### src/rtl/mac_seq_ctrl.sv
// Sequencer for the serial shift-add multiplier-accumulator: load, WIDTH add/shift steps, accumulate, done.
// Define MAC_EARLY_EXIT_EN to skip adder cycles once the remaining multiplier bits are all zero.
module mac_seq_ctrl #(
  parameter int WIDTH = 8,
  parameter int CNT_W = $clog2(WIDTH),
  parameter int OPS_W = 8
) (
  input  logic             clk,
  input  logic             rst_n,
  input  logic             start,
  input  logic             clr_acc,
  input  logic             mplr_lsb,
  input  logic             mplr_zero,
  output logic             ready,
  output logic             busy,
  output logic             ld_ops,
  output logic             init_p,
  output logic             add_en,
  output logic             shift_en,
  output logic             init_acc,
  output logic             acc_ld,
  output logic             done,
  output logic [OPS_W-1:0] ops_cnt
);

  typedef enum logic [2:0] {
    S_IDLE  = 3'd0,
    S_LOAD  = 3'd1,
    S_CALC  = 3'd2,
    S_ACCUM = 3'd3,
    S_DONE  = 3'd4
`ifdef MAC_EARLY_EXIT_EN
    ,
    S_FIXUP = 3'd5
`endif
  } state_t;

  localparam logic [CNT_W-1:0] CNT_LAST = CNT_W'(WIDTH - 1);

  state_t             state_q, state_d;
  logic [CNT_W-1:0]   cnt_q, cnt_d;
  logic [OPS_W-1:0]   ops_q, ops_d;

`ifndef MAC_EARLY_EXIT_EN
  logic unused_mplr_zero;
  assign unused_mplr_zero = mplr_zero;
`endif

  // NOTE: state registers use non-blocking assignments so every flop samples pre-edge values.
  always_ff @(posedge clk or negedge rst_n) begin
    if (!rst_n) begin
      state_q <= S_IDLE;
      cnt_q   <= '0;
      ops_q   <= '0;
    end else begin
      state_q <= state_d;
      cnt_q   <= cnt_d;
      ops_q   <= ops_d;
    end
  end

  assign ready   = (state_q == S_IDLE);
  assign busy    = ~ready;
  assign ops_cnt = ops_q;

  // NOTE: every signal driven here gets a default first, so no path leaves one unassigned (no latches).
  always_comb begin
    state_d  = state_q;
    cnt_d    = cnt_q;
    ops_d    = ops_q;
    ld_ops   = 1'b0;
    init_p   = 1'b0;
    add_en   = 1'b0;
    shift_en = 1'b0;
    init_acc = 1'b0;
    acc_ld   = 1'b0;
    done     = 1'b0;

    case (state_q)
      S_IDLE: begin
        // A clear and a start in the same cycle are both honoured.
        init_acc = clr_acc;
        if (clr_acc) ops_d = '0;
        if (start)   state_d = S_LOAD;
      end
      S_LOAD: begin
        ld_ops  = 1'b1;
        init_p  = 1'b1;
        cnt_d   = '0;
        state_d = S_CALC;
      end
      S_CALC: begin
        shift_en = 1'b1;
        add_en   = mplr_lsb;
        cnt_d    = cnt_q + CNT_W'(1);
        if (cnt_q == CNT_LAST) state_d = S_ACCUM;
`ifdef MAC_EARLY_EXIT_EN
        else if (mplr_zero)    state_d = S_FIXUP;
`endif
      end
`ifdef MAC_EARLY_EXIT_EN
      S_FIXUP: begin
        // Shift-only cycles keep the product aligned exactly as a full CALC run would.
        shift_en = 1'b1;
        cnt_d    = cnt_q + CNT_W'(1);
        if (cnt_q == CNT_LAST) state_d = S_ACCUM;
      end
`endif
      S_ACCUM: begin
        acc_ld  = 1'b1;
        ops_d   = ops_q + OPS_W'(1);
        state_d = S_DONE;
      end
      S_DONE: begin
        done    = 1'b1;
        state_d = S_IDLE;
      end
      default: state_d = S_IDLE;
    endcase
  end

endmodule
### config.mk
export PLATFORM = sky130hd
export DESIGN_NAME = mac_seq_ctrl
export DESIGN_NICKNAME = d
export VERILOG_FILES = /design/src/rtl/mac_seq_ctrl.sv
export SDC_FILE = /design/constraint.sdc
export NUM_CORES = 1
export LEC_CHECK = 0
export CAP_MARGIN = 20
export CORE_MARGIN = 2
export CORE_UTILIZATION = 35
export CTS_BUF_LIST = sky130_fd_sc_hd__clkbuf_16
export DETAILED_ROUTE_END_ITERATION = 10
export DONT_BUFFER_PORTS = 1
export PLACE_DENSITY_LB_ADDON = 0.2
export SETUP_SLACK_MARGIN = 0.2
export SLEW_MARGIN = 10
export SYNTH_ARGS = -nofsm -noshare
export SYNTH_HDL_FRONTEND = slang
export SYNTH_SLANG_ARGS = --single-unit
### constraint.sdc
create_clock -name clk -period 1.7 [get_ports clk]
set_input_delay 0.17 -clock clk [delete_from_list [all_inputs] [get_ports clk]]
set_output_delay 0.17 -clock clk [all_outputs]
set_load 0.02 [all_outputs]
After elaboration in Yosys (flattened, before gate mapping)
Cells that the tools add are included.
{"block": "classes", "bitwise": 1, "addsub": 2, "n_shift": 0, "muxes": 12, "reduce_logical": 5, "mul": 0, "eq_ne": 8, "magnitude_cmp": 0, "n_div": 0}
{"operator": "8-bit one-hot mux with 2 select lines", "count": 1}
{"operator": "3-bit one-hot mux with 4 select lines", "count": 1}
{"operator": "8-bit by 1-bit adder with 8-bit output, second input constant", "count": 1}
{"operator": "8-bit 2-to-1 mux", "count": 1}
{"operator": "3-bit by 2-bit == test with 1-bit output, second input constant", "count": 2}
{"operator": "3-bit == test, second input constant", "count": 2}
{"operator": "1-bit 2-to-1 mux", "count": 6}
{"operator": "3-bit 2-to-1 mux", "count": 2}
{"operator": "2-bit inequality test, second input constant", "count": 3}
{"operator": "3-bit one-hot mux with 2 select lines", "count": 1}
{"operator": "2-bit AND reduction", "count": 2}
{"operator": "2-bit nonzero test", "count": 2}
{"operator": "3-bit by 1-bit adder with 3-bit output, second input constant", "count": 1}
{"operator": "3-bit by 1-bit == test with 1-bit output, second input constant", "count": 1}
{"operator": "3-bit zero test", "count": 1}
{"operator": "1-bit NOT", "count": 1}
{"block": "totals", "latch_bits": 0, "memories": 0, "rom_bits": 0, "ff_bits": 14, "output_inout_bits": 17, "ramBits": 0, "inputBits": 6, "elab_cells": 31}

Longest topological paths before layout
{"block": "logic_depth", "word_depth": 3, "ltp_mapped": 6, "depth_no_buf": 4}

Least setup slack after synthesis
No wires, ideal clock.
{"block": "synth_path", "path_type": "flip-flop to flip-flop", "from": "register state_q[0]", "to": "register cnt_q[0]", "period_less_slack_ns": 1.757, "t_arrival_ns": 1.633, "n_path_buf": 0, "setup_time_ns": 0.125, "setup_slack_ns": -0.057, "path_stages_with_launch": 4, "t_required_ns": 1.575, "path_cell_list": "dfrtp_1 > nor3b_1 > nor2_1 > mux2_2"}
{"block": "synth_via", "elab_chain_cells": 2, "word_cells_on_any_way": 4, "cone_classes": "eq/ne (2); mux (1); reduce/logical (1)"}
{"element": "from (decl)", "line_no": "40", "rtl": "state_t state_q, state_d;"}
{"element": "from (signal assigned)", "line_no": "56", "rtl": "state_q <= state_d;"}
{"element": "3-bit by 2-bit == test with 1-bit output or 3-bit by 1-bit == test with 1-bit output (tied branches)", "line_no": "79", "rtl": "case (state_q)"}
{"element": "3-bit one-hot mux with 2 select lines or 2-bit nonzero test (tied branches)"}
{"element": "to (signal assigned)", "line_no": "57", "rtl": "cnt_q <= cnt_d;"}
{"element": "to (decl)", "line_no": "41", "rtl": "logic [CNT_W-1:0] cnt_q, cnt_d;"}
Parallel ways exist; a longest one is shown, timed or not.
A chain may end at the register's enable or synchronous reset.

Worst setup path after layout
{"block": "layout_path", "from": "register state_q[0]", "to": "output port init_acc"}
{"block": "layout_via", "elab_chain_cells": 2}
{"element": "3-bit zero test"}
{"element": "net ready", "line_no": "14", "rtl": "output logic ready,"}
{"element": "1-bit 2-to-1 mux", "line_no": "79"}
{"element": "to (decl)", "line_no": "20", "rtl": "output logic init_acc,"}
The timed path passes the listed nets, and every way through them passes these cells.

==> results <==
- The cell count of the worst reg-to-reg path is 3.
- The startpoint of the most critical register-to-register path is state_q[0].
- The number of placement rows is 16.
- The worst relative slew slack is 0.5674.
- Of the post-synthesis cell area, the dominant cell type holds 0.4628.
- The worst register-to-register path has a setup slack of 0.27 ns.
- A synthesized cell averages 10.51 sq um.
- By count the netlist is led by sky130_fd_sc_hd__dfrtp_1, sky130_fd_sc_hd__inv_1, sky130_fd_sc_hd__nand2_1, sky130_fd_sc_hd__o211ai_1.
- The initial utilization of the core area, before any placement, comes to 0.3781.
- In this run, synthesis inferred 0 flip-flops with an integrated enable.
- The final hold violation count is 0.
- The final period demand of the worst path is 1.530 ns.
- TritonCTS built the clock tree.
- The portion of the clock cycle consumed by the worst path in the final layout is 0.9000.
- Tracing the worst setup path back leads to its startpoint at state_q[0].
- The cell sitting at the root of the clock tree is a sky130_fd_sc_hd__clkbuf_16.
- The worst setup path is launched from a flop.
- The number of warnings printed during yosys synthesis is 0.
- The total grt overflow is 0.
- The first TritonRoute pass finished after 3 iterations.
- The final layout contains 103 nets.
- Entering global routing, the biggest net connects 15 pins.
- The CTS buffer count is 3.
- The global-route usage over all layers is 0.1479.
- The total power is 1.940 mW.
- For this run, the register share of the synthesized area comes to 0.4628.
- In the routed layout, each cell is associated on average with a via count of 5.235.
- From left edge to right edge, the die measures 50.51 um.
- The first global-routing pass estimated 2.739 mm of wire.
- Measured on the finished design, the core utilization comes to 0.5113.
- The number of ports placed on the die boundary is 23.
- The kind of path behind the tightest hold check is input pin to flop.
- The tightest hold margin is 0.1380 ns.
- Adding up every negative setup slack in the final design gives 0 ns.
- For met3 alone, demand over resource in global routing was 0.02679.
- After detailed routing, the average wire length per cell comes to 12.74 um.
- The most congested layer reported by global routing is met2.
- After detailed routing, the total wire length is 1.516 mm.
- At the end of routability-driven placement, the weighted congestion stood at 0.7407.
- The number of synthesized register bits is 14.
- The detailed router placed 623 vias in this run.
- The met2 routing resource usage after global routing is 0.2105.
- For the worst-skew pair, the clock arrives at the later sink with an insertion delay of 0.24 ns.
- No sink is reached through more buffers than the 2 on the longest clock path.
- For the pin with the worst max-slew slack, the measured transition is 0.6467 ns.
- For this run, asynchronously set or reset flops after synthesis account for 1.000.
- The capture instance of the worst register-to-register path is ops_cnt[4].
- The power density relative to cell area is 1895 nW/um^2.
- The remaining antenna violation count is 0.
- The signed area change from the synthesized netlist to the final layout is 35.21%.
- The data required time at the worst endpoint is 1.53 ns.
- The flow ran to the end, and the final reports show no timing, DRC or antenna violations.
- The die boundary height is 50.51 um.
- By area the synthesized netlist is led by sky130_fd_sc_hd__dfrtp_1, sky130_fd_sc_hd__o211ai_1, sky130_fd_sc_hd__ha_1.
- The most used standard cell by instance count after synthesis is sky130_fd_sc_hd__dfrtp_1.
- The number of antenna violations at the first check in global routing came to 0.
- The smallest setup slack after layout is 0.1700 ns.
- The HPWL after detailed placement is 1.050 mm.
- Summed over all cells, the static leakage comes to 0.4767 nW.
- The region available for standard cell placement spans 2002 sq um.
- The number of nets in the synthesized netlist is 81.
- The number of global-route vias before repair was 607.
- In this run, the number of DRC markers left after iteration 0 of detailed routing was 2.
- The data arrival time of the critical path is 1.36 ns.
- The number of H-tree levels is 1.
- The clock net sink count is 14.
- The peak ir drop on the vdd network is 907.1 uV.
- In this run the worst setup path terminates at init_acc.
- The worst setup path category is flop to primary output.
- The library cell occupying the most area in the post-synthesis netlist is sky130_fd_sc_hd__dfrtp_1.
- The startpoint identified for the worst hold timing path is start.
- The number of inserted diodes is 0.
- The achievable frequency is 653.6 MHz.
- During placement, the flow inserted port buffers numbering 0.
- Max-cap violations in this run came to 0.
- The max-slew violation total from the final report came to 0.
- After technology mapping, the gate count stands at 72.
- The critical path capture point type is a primary output.
- In the synthesized netlist the dominant register cell turns out to be sky130_fd_sc_hd__dfrtp_1.
- The remaining design rule violation count is 0.
- The mapped netlist covers 757.0 sq um.
- The final setup violation count is 0.
- Clock-pin slew was measured on the worst setup and hold paths at 0.04 ns.
- The netlist uses 27 different library cells.
- The peak fanout along the critical path is 4.
- Between clock sinks in the finished design, the worst skew comes to 0.002345 ns.
- The full die area is 2551 sq um.
- In the final layout, the share of cells above drive strength 1 is 0.4022.
- Prior to clock tree synthesis, the placed netlist has a worst setup slack of 0.2198 ns.
- Setup repair after global routing could not meet its margin everywhere.
- For met1 alone, demand over resource in global routing was 0.2053.
power breakdown:
part           leakage, nW  switching, mW  internal, mW
Clock               0.0370          0.128         0.307
Combinational        0.257          0.494         0.443
Sequential           0.183          0.124         0.444
routing by layer:
layer	vias to the layer above	share of wire
met5	-	0
met4	0	0.019
met3	4	0.034
met2	11	0.48
met1	298	0.47
li1	310	-
worst min path at each step:
stage | to | cells past startpoint | slack (ns)
floorplan | cnt_q[0] | 0 | -0.13
global placement | ops_cnt[4] | 0 | -0.13
detailed placement | ops_cnt[4] | 0 | -0.13
CTS | state_q[0] | 2 | 0.13
global route | state_q[0] | 2 | 0.15
finish | state_q[0] | 2 | 0.14
what timing repair did:
| item | in CTS | in global routing |
|---|---|---|
| endpoints found under the hold margin | 14 | 0 |
| endpoints found under the setup margin | 4 | 4 |
| hold buffers | 1 | 0 |
| resized for setup | 7 | 0 |
| pin swaps | 3 | 2 |
| cloned | 0 | 0 |
| setup buffers | 8 | 2 |
worst max-delay path, cell delays in order (launching register included):
cell and delay [ns]:
sky130_fd_sc_hd__dfrtp_1 0.39, sky130_fd_sc_hd__or3_4 0.45, sky130_fd_sc_hd__inv_4 0.10, sky130_fd_sc_hd__and2_4 0.17
flip-flops by register name, summed over array words and instances, names as in the netlist:
signal and count:
ops_cnt 8, cnt_q 3, state_q 3
placed cells by master (no fill, tap or decap):
master                          instances
sky130_fd_sc_hd__a21oi_1                3
sky130_fd_sc_hd__a21oi_4                1
sky130_fd_sc_hd__a22o_2                 2
sky130_fd_sc_hd__a31oi_1                2
sky130_fd_sc_hd__a41oi_1                2
sky130_fd_sc_hd__and2_4                 2
sky130_fd_sc_hd__buf_4                 19
sky130_fd_sc_hd__clkbuf_16              3
sky130_fd_sc_hd__clkinvlp_4             1
sky130_fd_sc_hd__dfrtp_1               12
sky130_fd_sc_hd__dfrtp_2                2
sky130_fd_sc_hd__dlygate4sd3_1          1
sky130_fd_sc_hd__ha_1                   3
sky130_fd_sc_hd__inv_1                  6
sky130_fd_sc_hd__inv_4                  1
sky130_fd_sc_hd__mux2_2                 1
sky130_fd_sc_hd__mux2i_1                1
sky130_fd_sc_hd__nand2_1                6
sky130_fd_sc_hd__nand3_1                3
sky130_fd_sc_hd__nand3b_4               1
sky130_fd_sc_hd__nand4_1                1
sky130_fd_sc_hd__nor2_1                 2
sky130_fd_sc_hd__nor3_1                 1
sky130_fd_sc_hd__nor3b_1                1
sky130_fd_sc_hd__nor3b_2                1
sky130_fd_sc_hd__nor3b_4                1
sky130_fd_sc_hd__o211ai_1               6
sky130_fd_sc_hd__o21a_1                 1
sky130_fd_sc_hd__o21ai_0                1
sky130_fd_sc_hd__or3_4                  1
sky130_fd_sc_hd__or3b_2                 1
sky130_fd_sc_hd__or4_1                  3
area by class of cell:
| cell class | instances | area, sq um |
|---|---|---|
| Fill cell | 197 | 978.4 |
| Tap cell | 27 | 33.78 |
| Multi-Input combinational cell | 47 | 372.9 |
| Clock buffer | 3 | 75.07 |
| Timing Repair Buffer | 20 | 152.6 |
| Sequential cell | 14 | 352.8 |
| Inverter | 8 | 36.28 |
cell families (layout without fill, tap and decap cells):
logic type,Yosys count,in the layout,share of synthesized area
compound gates,18,18,0.1835
mux,2,2,0.02810
fa+ha+maj,3,3,0.04959
buf+inv,11,31,0.06282
flops,14,14,0.4628
simple gates,24,24,0.2132
per-stage QoR:
| step | std cells | cell area, sq um |
|---|---|---|
| 5_1_grt | 119 | 1023 |
| 6_report | 119 | 1023 |
| 4_1_cts | 117 | 1008 |
| 3_3_place_gp | 105 | 850.8 |
| 2_1_floorplan | 72 | 767.0 |
| 3_5_place_dp | 105 | 850.8 |
Power figures use the tool's default switching activity.
